==> src/rtl/pipelined_addsub_pkg.sv <==
// addsub_pkg: operation/flag types and operand-conditioning helpers for pipelined_addsub
package addsub_pkg;

    typedef enum logic [1:0] {
        ADD = 2'd0,
        SUB = 2'd1,
        ADC = 2'd2,
        SBC = 2'd3
    } op_t;

    typedef struct packed {
        logic v;
        logic c;
        logic z;
        logic n;
    } flags_t;

    localparam int FLAG_V = 3;
    localparam int FLAG_C = 2;
    localparam int FLAG_Z = 1;
    localparam int FLAG_N = 0;

    function automatic logic op_is_sub(op_t op);
        return op == SUB || op == SBC;
    endfunction

    // Subtraction is A + ~B + 1, so SUB forces the carry in and SBC uses cin as "not borrow"
    function automatic logic op_carry_in(op_t op, logic cin);
        return (op == ADC || op == SBC) ? cin : op == SUB;
    endfunction

endpackage

==> src/rtl/pipelined_addsub_if.sv <==
// pipelined_addsub_if: operand and result valid/ready bus of pipelined_addsub
interface pipelined_addsub_if #(
    parameter int WIDTH = 16
);
    logic                 in_valid;
    logic                 in_ready;
    addsub_pkg::op_t      in_op;
    logic                 in_cin;
    logic [WIDTH-1:0]     in_a;
    logic [WIDTH-1:0]     in_b;
    logic                 out_valid;
    logic                 out_ready;
    logic [WIDTH-1:0]     out_sum;
    addsub_pkg::flags_t   out_flags;

    modport master (
        output in_valid, in_op, in_cin, in_a, in_b, out_ready,
        input  in_ready, out_valid, out_sum, out_flags
    );

    modport slave (
        input  in_valid, in_op, in_cin, in_a, in_b, out_ready,
        output in_ready, out_valid, out_sum, out_flags
    );
endinterface

==> src/rtl/pipelined_addsub_cla_group.sv <==
// cla_group: GROUP-bit carry-lookahead adder slice, also exposing the carry into its MSB
module cla_group #(
    parameter int GROUP = 4
) (
    input  logic [GROUP-1:0] i_a,
    input  logic [GROUP-1:0] i_b,
    input  logic             i_cin,
    output logic [GROUP-1:0] o_s,
    output logic             o_cout,
    output logic             o_c_msb_in
);
    logic [GROUP-1:0] w_g;
    logic [GROUP-1:0] w_p;
    logic [GROUP:0]   w_c;
    logic             w_prop;

    assign w_g = i_a & i_b;
    assign w_p = i_a ^ i_b;

    // Each carry is a flat sum of products of generate/propagate terms, not a ripple chain
    always_comb begin
        w_c    = '0;
        w_prop = 1'b1;
        w_c[0] = i_cin;
        for (int i = 1; i <= GROUP; i++) begin
            w_prop = 1'b1;
            for (int j = i - 1; j >= 0; j--) begin
                w_c[i] = w_c[i] | (w_g[j] & w_prop);
                w_prop = w_prop & w_p[j];
            end
            w_c[i] = w_c[i] | (w_prop & i_cin);
        end
    end

    assign o_s        = w_p ^ w_c[GROUP-1:0];
    assign o_cout     = w_c[GROUP];
    assign o_c_msb_in = w_c[GROUP-1];
endmodule

==> src/rtl/pipelined_addsub.sv <==
// pipelined_addsub: pipelined add/subtract with V/C/Z/N flags; the carry crosses one
// register per stage while operands and partial results travel with the beat.
module pipelined_addsub
    import addsub_pkg::*;
#(
    parameter int WIDTH            = 16,
    parameter int GROUP            = 4,
    parameter int GROUPS_PER_STAGE = 1
) (
    input  logic               clk,
    input  logic               rst_n,
    pipelined_addsub_if.slave  bus
);
    localparam int S   = GROUP * GROUPS_PER_STAGE;
    localparam int LAT = WIDTH / S;

    if (WIDTH % S != 0 || LAT < 1) begin : g_bad_width
        $error("pipelined_addsub: WIDTH must be a non-zero multiple of GROUP*GROUPS_PER_STAGE");
    end

    logic             w_adv;
    logic             w_cin0;
    logic [WIDTH-1:0] w_b0;

    // The whole pipe moves together; a held output freezes every stage, bubbles included
    assign w_adv        = !bus.out_valid || bus.out_ready;
    assign bus.in_ready = w_adv;
    assign w_cin0       = op_carry_in(bus.in_op, bus.in_cin);
    assign w_b0         = op_is_sub(bus.in_op) ? ~bus.in_b : bus.in_b;

    for (genvar k = 0; k < LAT; k++) begin : g_stage
        logic                        r_valid;
        logic                        r_carry;
        logic                        r_v;
        logic                        r_z;
        logic [WIDTH-1:0]            r_a;
        logic [WIDTH-1:0]            r_b;
        logic [WIDTH-1:0]            r_sum;
        logic                        w_valid;
        logic                        w_z_in;
        logic [WIDTH-1:0]            w_a;
        logic [WIDTH-1:0]            w_b;
        logic [WIDTH-1:0]            w_sum_in;
        logic [GROUPS_PER_STAGE:0]   w_c;
        logic [GROUPS_PER_STAGE-1:0] w_cm;
        logic [S-1:0]                w_s;

        if (k == 0) begin : g_first
            assign w_valid  = bus.in_valid;
            assign w_a      = bus.in_a;
            assign w_b      = w_b0;
            assign w_c[0]   = w_cin0;
            assign w_sum_in = '0;
            assign w_z_in   = 1'b1;
        end else begin : g_next
            assign w_valid  = g_stage[k-1].r_valid;
            assign w_a      = g_stage[k-1].r_a;
            assign w_b      = g_stage[k-1].r_b;
            assign w_c[0]   = g_stage[k-1].r_carry;
            assign w_sum_in = g_stage[k-1].r_sum;
            assign w_z_in   = g_stage[k-1].r_z;
        end

        for (genvar g = 0; g < GROUPS_PER_STAGE; g++) begin : g_grp
            cla_group #(.GROUP(GROUP)) u_cla (
                .i_a        (w_a[k*S + g*GROUP +: GROUP]),
                .i_b        (w_b[k*S + g*GROUP +: GROUP]),
                .i_cin      (w_c[g]),
                .o_s        (w_s[g*GROUP +: GROUP]),
                .o_cout     (w_c[g+1]),
                .o_c_msb_in (w_cm[g])
            );
        end

        // Only the last stage's overflow bit is meaningful; it is the stage that owns the MSB
        always_ff @(posedge clk or negedge rst_n) begin
            if (!rst_n) begin
                r_valid <= 1'b0;
                r_carry <= 1'b0;
                r_v     <= 1'b0;
                r_z     <= 1'b0;
                r_a     <= '0;
                r_b     <= '0;
                r_sum   <= '0;
            end else if (w_adv) begin
                r_valid <= w_valid;
                r_carry <= w_c[GROUPS_PER_STAGE];
                r_v     <= w_c[GROUPS_PER_STAGE] ^ w_cm[GROUPS_PER_STAGE-1];
                r_z     <= w_z_in && (w_s == '0);
                r_a     <= w_a;
                r_b     <= w_b;
                r_sum   <= w_sum_in | (WIDTH'(w_s) << (k * S));
            end
        end
    end

    assign bus.out_valid = g_stage[LAT-1].r_valid;
    assign bus.out_sum   = g_stage[LAT-1].r_sum;
    assign bus.out_flags = flags_t'{
        v: g_stage[LAT-1].r_v,
        c: g_stage[LAT-1].r_carry,
        z: g_stage[LAT-1].r_z,
        n: g_stage[LAT-1].r_sum[WIDTH-1]
    };
endmodule
==> src/flat_wrapper.sv <==
// flat-port wrapper written by rule: the top's interface ports become plain ports
module pipelined_addsub_flat import addsub_pkg::*;
#(
    parameter int WIDTH            = 16,
    parameter int GROUP            = 4,
    parameter int GROUPS_PER_STAGE = 1
)
  (clk, rst_n, bus_in_valid, bus_in_op, bus_in_cin, bus_in_a, bus_in_b, bus_out_ready, bus_in_ready, bus_out_valid, bus_out_sum, bus_out_flags);
  pipelined_addsub_if #(.WIDTH(WIDTH)) bus_i ();
  input  logic clk;
  input  logic rst_n;
  input wire logic [$bits(bus_i.in_valid)-1:0] bus_in_valid;
  input wire logic [$bits(bus_i.in_op)-1:0] bus_in_op;
  input wire logic [$bits(bus_i.in_cin)-1:0] bus_in_cin;
  input wire logic [$bits(bus_i.in_a)-1:0] bus_in_a;
  input wire logic [$bits(bus_i.in_b)-1:0] bus_in_b;
  input wire logic [$bits(bus_i.out_ready)-1:0] bus_out_ready;
  output wire logic [$bits(bus_i.in_ready)-1:0] bus_in_ready;
  output wire logic [$bits(bus_i.out_valid)-1:0] bus_out_valid;
  output wire logic [$bits(bus_i.out_sum)-1:0] bus_out_sum;
  output wire logic [$bits(bus_i.out_flags)-1:0] bus_out_flags;
  assign bus_i.in_valid = bus_in_valid;
  assign bus_i.in_op = bus_in_op;
  assign bus_i.in_cin = bus_in_cin;
  assign bus_i.in_a = bus_in_a;
  assign bus_i.in_b = bus_in_b;
  assign bus_i.out_ready = bus_out_ready;
  assign bus_in_ready = bus_i.in_ready;
  assign bus_out_valid = bus_i.out_valid;
  assign bus_out_sum = bus_i.out_sum;
  assign bus_out_flags = bus_i.out_flags;
  pipelined_addsub #(.WIDTH(WIDTH), .GROUP(GROUP), .GROUPS_PER_STAGE(GROUPS_PER_STAGE)) u_core (.clk(clk), .rst_n(rst_n), .bus(bus_i));
endmodule
==> config.mk <==
export PLATFORM = sky130hd
export DESIGN_NAME = pipelined_addsub_flat
export DESIGN_NICKNAME = d
export VERILOG_FILES = /design/src/rtl/pipelined_addsub_pkg.sv /design/src/rtl/pipelined_addsub_if.sv /design/src/rtl/pipelined_addsub_cla_group.sv /design/src/rtl/pipelined_addsub.sv /design/src/flat_wrapper.sv
export SDC_FILE = /design/constraint.sdc
export NUM_CORES = 1
export LEC_CHECK = 0
export CORE_MARGIN = 3
export CORE_UTILIZATION = 50
export DETAILED_ROUTE_END_ITERATION = 7
export GPL_TIMING_DRIVEN = 0
export PLACE_DENSITY = 0.78
export SLEW_MARGIN = 0
export SYNTH_ARGS = -nofsm -noshare
export SYNTH_HDL_FRONTEND = slang
export SYNTH_HIERARCHICAL = 1
export SYNTH_SLANG_ARGS = --single-unit
==> constraint.sdc <==
create_clock -name clk -period 1.8 [get_ports clk]
set_input_delay 0.36 -clock clk [delete_from_list [all_inputs] [get_ports clk]]
set_output_delay 0.36 -clock clk [all_outputs]
set_load 0.02 [all_outputs]
### Word level (Yosys, flattened, before mapping)

Index checks and enable logic that the tools add are counted.

* bits in registers: 161
* latch bits: 0
* memory bits (writable): 0
* ROM bits: 0
* input bits: 39
* output and inout bits: 22
* memories: 0

* add/subtract/negate cells: 0
* multiply operators: 0
* divide/modulo/power cells: 0
* order comparisons: 0
* equal/unequal tests: 3
* shift operators: 0
* multiplexer cells: 2
* bitwise logic cells: 121
* reductions and logical operators: 11

Operator list (count)
* bitwise AND 1 bit: 64
* OR 1 bit: 40
* bitwise XOR 4 bit: 8
* bitwise AND 4 bit: 4
* zero test 4 bit: 4
* two-way mux 16 bit: 1
* NOT 16 bit: 1
* OR 16 x 12 -> 16 bit: 1
* OR 16 bit: 1
* OR 4 x 8 -> 8 bit: 1
* equality test 2 bit (second input constant): 2
* logical AND 1 bit: 3
* logical OR 1 bit: 3
* equality test 2 x 1 -> 1 bit (second input constant): 1
* zero test 1 bit: 1
* two-way mux 1 bit: 1
* bitwise XOR 1 bit: 1

### Logic depth before layout (Yosys ltp)

* depth in word-level cells: 10
* gate-level depth with buffers: 9
* mapped depth without buffers: 7

### By module

Netlist, hierarchy kept.

By module, submodules not included
* pipelined_addsub: instances 1, cells each 248, area each 4326.6 sq um, sequential area each 2527.4 sq um
* cla_group (u_core.g_stage[0].g_grp[0].u_cla ...): instances 3, cells each 18, area each 155.1 sq um, sequential area each 0.0 sq um
* cla_group (u_core.g_stage[3].g_grp[0].u_cla): instances 1, cells each 14, area each 140.1 sq um, sequential area each 0.0 sq um

### Least setup slack after synthesis

Ideal clock, no wire load.

* path kind: input to register
* start point: in bus_in_op[0]
* end point: reg u_core.g_stage[0].r_z
* library setup time: 125 ps
* data arrival time: 1973 ps
* data required time: 1675 ps
* path slack: -298 ps
* stages on the path: 9
* buffers on the path: 2
* cell sequence: buf_4 -> buf_4 -> xor2_1 -> ha_1 -> a211oi_2 -> o21bai_2 -> xor2_1 -> nor4_1 -> mux2_2

RTL lines
* start: declaration: RTL line flat_wrapper.sv:13 `input wire logic [$bits(bus_i.in_op)-1:0] bus_in_op;`
* equality test 2 x 1 -> 1 bit / equality test 2 bit (equally long branches): RTL line pipelined_addsub_pkg.sv:24 `return op == SUB || op == SBC;`
* logical OR 1 bit (*): RTL line pipelined_addsub_pkg.sv:24
* two-way mux 16 bit (*): RTL line pipelined_addsub.sv:29 `assign w_b0 = op_is_sub(bus.in_op) ? ~bus.in_b : bus.in_b;`
* named net u_core.g_stage[0].w_b[0]: RTL line pipelined_addsub.sv:42 `logic [WIDTH-1:0] w_b;`
* bitwise AND 4 bit / bitwise XOR 4 bit (equally long branches): RTL line pipelined_addsub_cla_group.sv:17, pipelined_addsub_cla_group.sv:18
* bitwise AND 1 bit, on equally long branches: RTL line pipelined_addsub_cla_group.sv:28, pipelined_addsub_cla_group.sv:29
* OR 1 bit / bitwise AND 1 bit (equally long branches): RTL line pipelined_addsub_cla_group.sv:28, pipelined_addsub_cla_group.sv:31
* OR 1 bit (*): RTL line pipelined_addsub_cla_group.sv:31 `w_c[i] = w_c[i] | (w_prop & i_cin);`
* named net u_core.g_stage[0].w_cm: RTL line pipelined_addsub.sv:45 `logic [GROUPS_PER_STAGE-1:0] w_cm;`
* bitwise XOR 4 bit (*): RTL line pipelined_addsub_cla_group.sv:35 `assign o_s = w_p ^ w_c[GROUP-1:0];`
* named net u_core.g_stage[0].w_s[3]: RTL line pipelined_addsub.sv:46 `logic [S-1:0] w_s;`
* zero test 4 bit (*): RTL line pipelined_addsub.sv:89 `r_z <= w_z_in && (w_s == '0);`
* end signal: assignment: RTL line pipelined_addsub.sv:89
* end: declaration: RTL line pipelined_addsub.sv:35 `logic r_z;`

Mark *: on every way through the listed nets, which the timed path passes. The rest lies on a longest branch.
A chain may end at the register's enable or synchronous reset.

### Worst setup path after layout

* start point: reg u_core.g_stage[2].r_b[12]
* end point: reg u_core.g_stage[3].r_v

* cells in the longest elaborated chain, start to end: 5

RTL lines
* start: declaration: RTL line pipelined_addsub.sv:37 `logic [WIDTH-1:0] r_b;`
* start signal: assignment: RTL line pipelined_addsub.sv:91 `r_b <= w_b;`
* bitwise AND 4 bit / bitwise XOR 4 bit (equally long branches): RTL line pipelined_addsub_cla_group.sv:17, pipelined_addsub_cla_group.sv:18
* bitwise AND 1 bit, on equally long branches: RTL line pipelined_addsub_cla_group.sv:28, pipelined_addsub_cla_group.sv:29
* OR 1 bit / bitwise AND 1 bit (equally long branches): RTL line pipelined_addsub_cla_group.sv:28, pipelined_addsub_cla_group.sv:31
* OR 1 bit (*): RTL line pipelined_addsub_cla_group.sv:31
* named net u_core.g_stage[3].w_cm: RTL line pipelined_addsub.sv:45
* bitwise XOR 1 bit (*): RTL line pipelined_addsub.sv:88 `r_v <= w_c[GROUPS_PER_STAGE] ^ w_cm[GROUPS_PER_STAGE-1];`
* end signal: assignment: RTL line pipelined_addsub.sv:88
* end: declaration: RTL line pipelined_addsub.sv:34 `logic r_v;`

Marks and branches as above.

==> qor.yml <==
slew_violations: 0
antenna_found_initial: 0
h-tree-depth: 3
clock_latency_ns: 0.37
place_inst: 505
clock-sinks: 101
grt_pass1_vias: 2847
core_area_mm2: 0.00942
totalWireLength_um: 8630
final_common_cell: "dfrtp_1"
multiInputGateArea_mm2: 0.00233
fin_ws_ns: 0.0337
finalCriticalPeriod_ns: 1.77
yosysUniqueCellTypes: 22
drive_gt1_share_pct: 41.7
irDropWorstVdd_mv: 0.916
placed_area_mm2: 0.00574
startpoint: "u_core/g_stage[2].r_b[12]"
fin_nets: 453
layout.cells.non_filler: 527
antenna_left: 0
final_cell_mix: "101 x dfrtp_1, 78 x mux2_4, 46 x clkdlybuf4s50_1"
grt_use_total_pct: 16.7
dieArea_mm2: 0.0111
chipHeight_um: 105
start_util_pct: 52.4
p_leak_nw: 3.00
finalCoreUtilization_pct: 65.4
num_io_pins: 61
vias: 2638
fin_area_mm2: 0.00616
drtIter0Drc: 71
cp_max_fo: 3
status: "complete, no violations"
fin_crit_sh_pct: 98.1
hold_class: "input port to asynchronous set/reset pin"
slew_headroom_pct: 57.5
syn_to_final_growth_pct: 24.9
root_buffer: "clkbuf_8"
io_buffers: 59
clk_pin_slew_ns: 0.10
yosysTopAreaCell: "dfrtp_1"
syn-num-nets: 375
grt_first_pass_wirelength_um: 14500
worst_slew_pin_slew_ns: 0.638
synth_seq_cells: 101
r2r_end: "u_core/g_stage[3].r_v"
pre_cts_slack_ns: -0.594
yosys.area.top_type_share_pct: 51.2
grt_max_degree: 54
cp-start-kind: "register"
cts_buffer_depth: 2
cp.arrival_ns: 2.02
syn-mean-instance-area_um2: 15.6
place.gp.congestion: 0.796
path_class: "register to register"
synth_top_cells_by_area: "dfrtp_1 51%, mux2_4 23%, mux2_2 5.3%, xor2_1 4.6%, ha_1 4.1%"
placementRows: 35
ys_seq_area_share_pct: 51.2
antenna_cells: 0
drc: 0
drt-wirelength-per-cell_um: 16.4
rsz0062_at_grt: "true"
clock_skew_ns: 0.0132
fillers: 675
netlist_instances: 316
viasPerCell: 5.01
setup.worst_path.end: "u_core/g_stage[3].r_v"
end_kind: "register"
clock.fmax_mhz: 566
reg2reg_from: "u_core/g_stage[2].r_b[12]"
setup_viol_count_final: 0
overflow: 0
yosys_warnings: 6
hpwl_um: 6290
cts_tree: "done"
rr_worst_depth: 6
cts_buffers: 9
netlist_area_mm2: 0.00493
maxCapViolations: 0
p_per_area_mw_per_mm2: 1820
hold_violations: 0
reg2reg_slack_ns: 0.03
required_ns: 2.05
drt-pass1-iter-count: 4
total_power_mw: 11.2
die_w_um: 105
register_area_mm2: 0.00253
## state kept, by name (all words and copies together) (netlist names)
signal	count
u_core/bus.out_sum	16
u_core/bus.out_valid	1
u_core/g_stage.r_a	24
u_core/g_stage.r_b	24
u_core/g_stage.r_carry	4
u_core/g_stage.r_sum	24
u_core/g_stage.r_v	1
u_core/g_stage.r_valid	3
u_core/g_stage.r_z	4
## per-stage QoR
step	hold WS (ns)	TNS [ns]
2_1_floorplan	0.0644	-0.562
3_3_place_gp	0.463	-335.23
3_5_place_dp	0.422	-5.59
4_1_cts	0.0180	-0.00441
5_1_grt	0.0461	-0.0351
6_report	0.00889	0
## cell usage after synthesis (all sizes together)
| cell type | number |
|---|---|
| xor2 | 26 |
| o21ai | 4 |
| nand2b | 2 |
| nor3 | 3 |
| ha | 16 |
| a21o | 4 |
| xnor2 | 3 |
| mux2 | 98 |
| and3b | 3 |
| nor4 | 1 |
| a41o | 3 |
| fa | 4 |
| nor2 | 8 |
| o21bai | 4 |
| buf | 17 |
| dfrtp | 101 |
| a211oi | 4 |
| inv | 15 |
## logic make-up after synthesis
kind of cell,count (synthesis),share of synthesized area [%]
AND/OR/NAND/NOR,17,1.98
adder cells (fa/ha/maj),20,5.68
buffers and inverters,32,4.31
multiplexers,98,28.1
AO/OA/AOI/OAI,19,3.55
flip-flops,101,51.2
XOR/XNOR,29,5.15
## routing by layer
metal	vias to the layer above	track usage (%)	wire [µm]
met5	-	0	0
met4	0	6.75	156
met3	12	2.76	249
met2	46	26.8	4140
met1	1337	22.7	4080
li1	1243	-	-
## area by class of cell
type,count,area share [%]
flip-flops and latches,101,41.0
multi-input cells,183,37.9
repair buffers,69,11.0
well taps,129,2.62
plain buffers,15,2.58
clock buffers,10,2.23
clock inverters,5,1.73
inverters,15,0.914
## power by group
group / internal [mW] / leakage, nW / switching [mW] / total, mW
combinational: 3.27 / 1.70 / 2.28 / 5.55
sequential: 3.27 / 1.19 / 0.649 / 3.92
clock: 0.958 / 0.119 / 0.753 / 1.71
total: 7.50 / 3.00 / 3.68 / 11.2
## critical path, cell delays in order (launching register included)
cell and delay, ns:
dfrtp_1 0.43, ha_4 0.26, a211oi_4 0.26, o21bai_4 0.12
a21o_1 0.19, xor2_1 0.14, mux2_4 0.25
## how the worst min path moves through the flow
stage / end / from / slack [ns]
CTS: u_core/g_stage[0].r_a[15] / rst_n / 0.02
global route: u_core/g_stage[0].r_a[15] / rst_n / 0.05
floorplan: u_core/bus.out_sum[0] / rst_n / 0.06
global placement: u_core/bus.out_valid / u_core/g_stage[2].r_valid / 0.46
finish: u_core/g_stage[0].r_a[15] / rst_n / 0.009
detailed placement: u_core/g_stage[3].r_carry / rst_n / 0.42
## timing repair
| item | in CTS | in global routing |
|---|---|---|
| cloned | 0 | 0 |
| resized for setup | 26 | 16 |
| hold buffers | 0 | 0 |
| pin swaps | 13 | 16 |
| setup buffers | 7 | 3 |
| setup endpoints to repair | 10 | 9 |
Note: power is estimated with default switching activity, not from simulation.
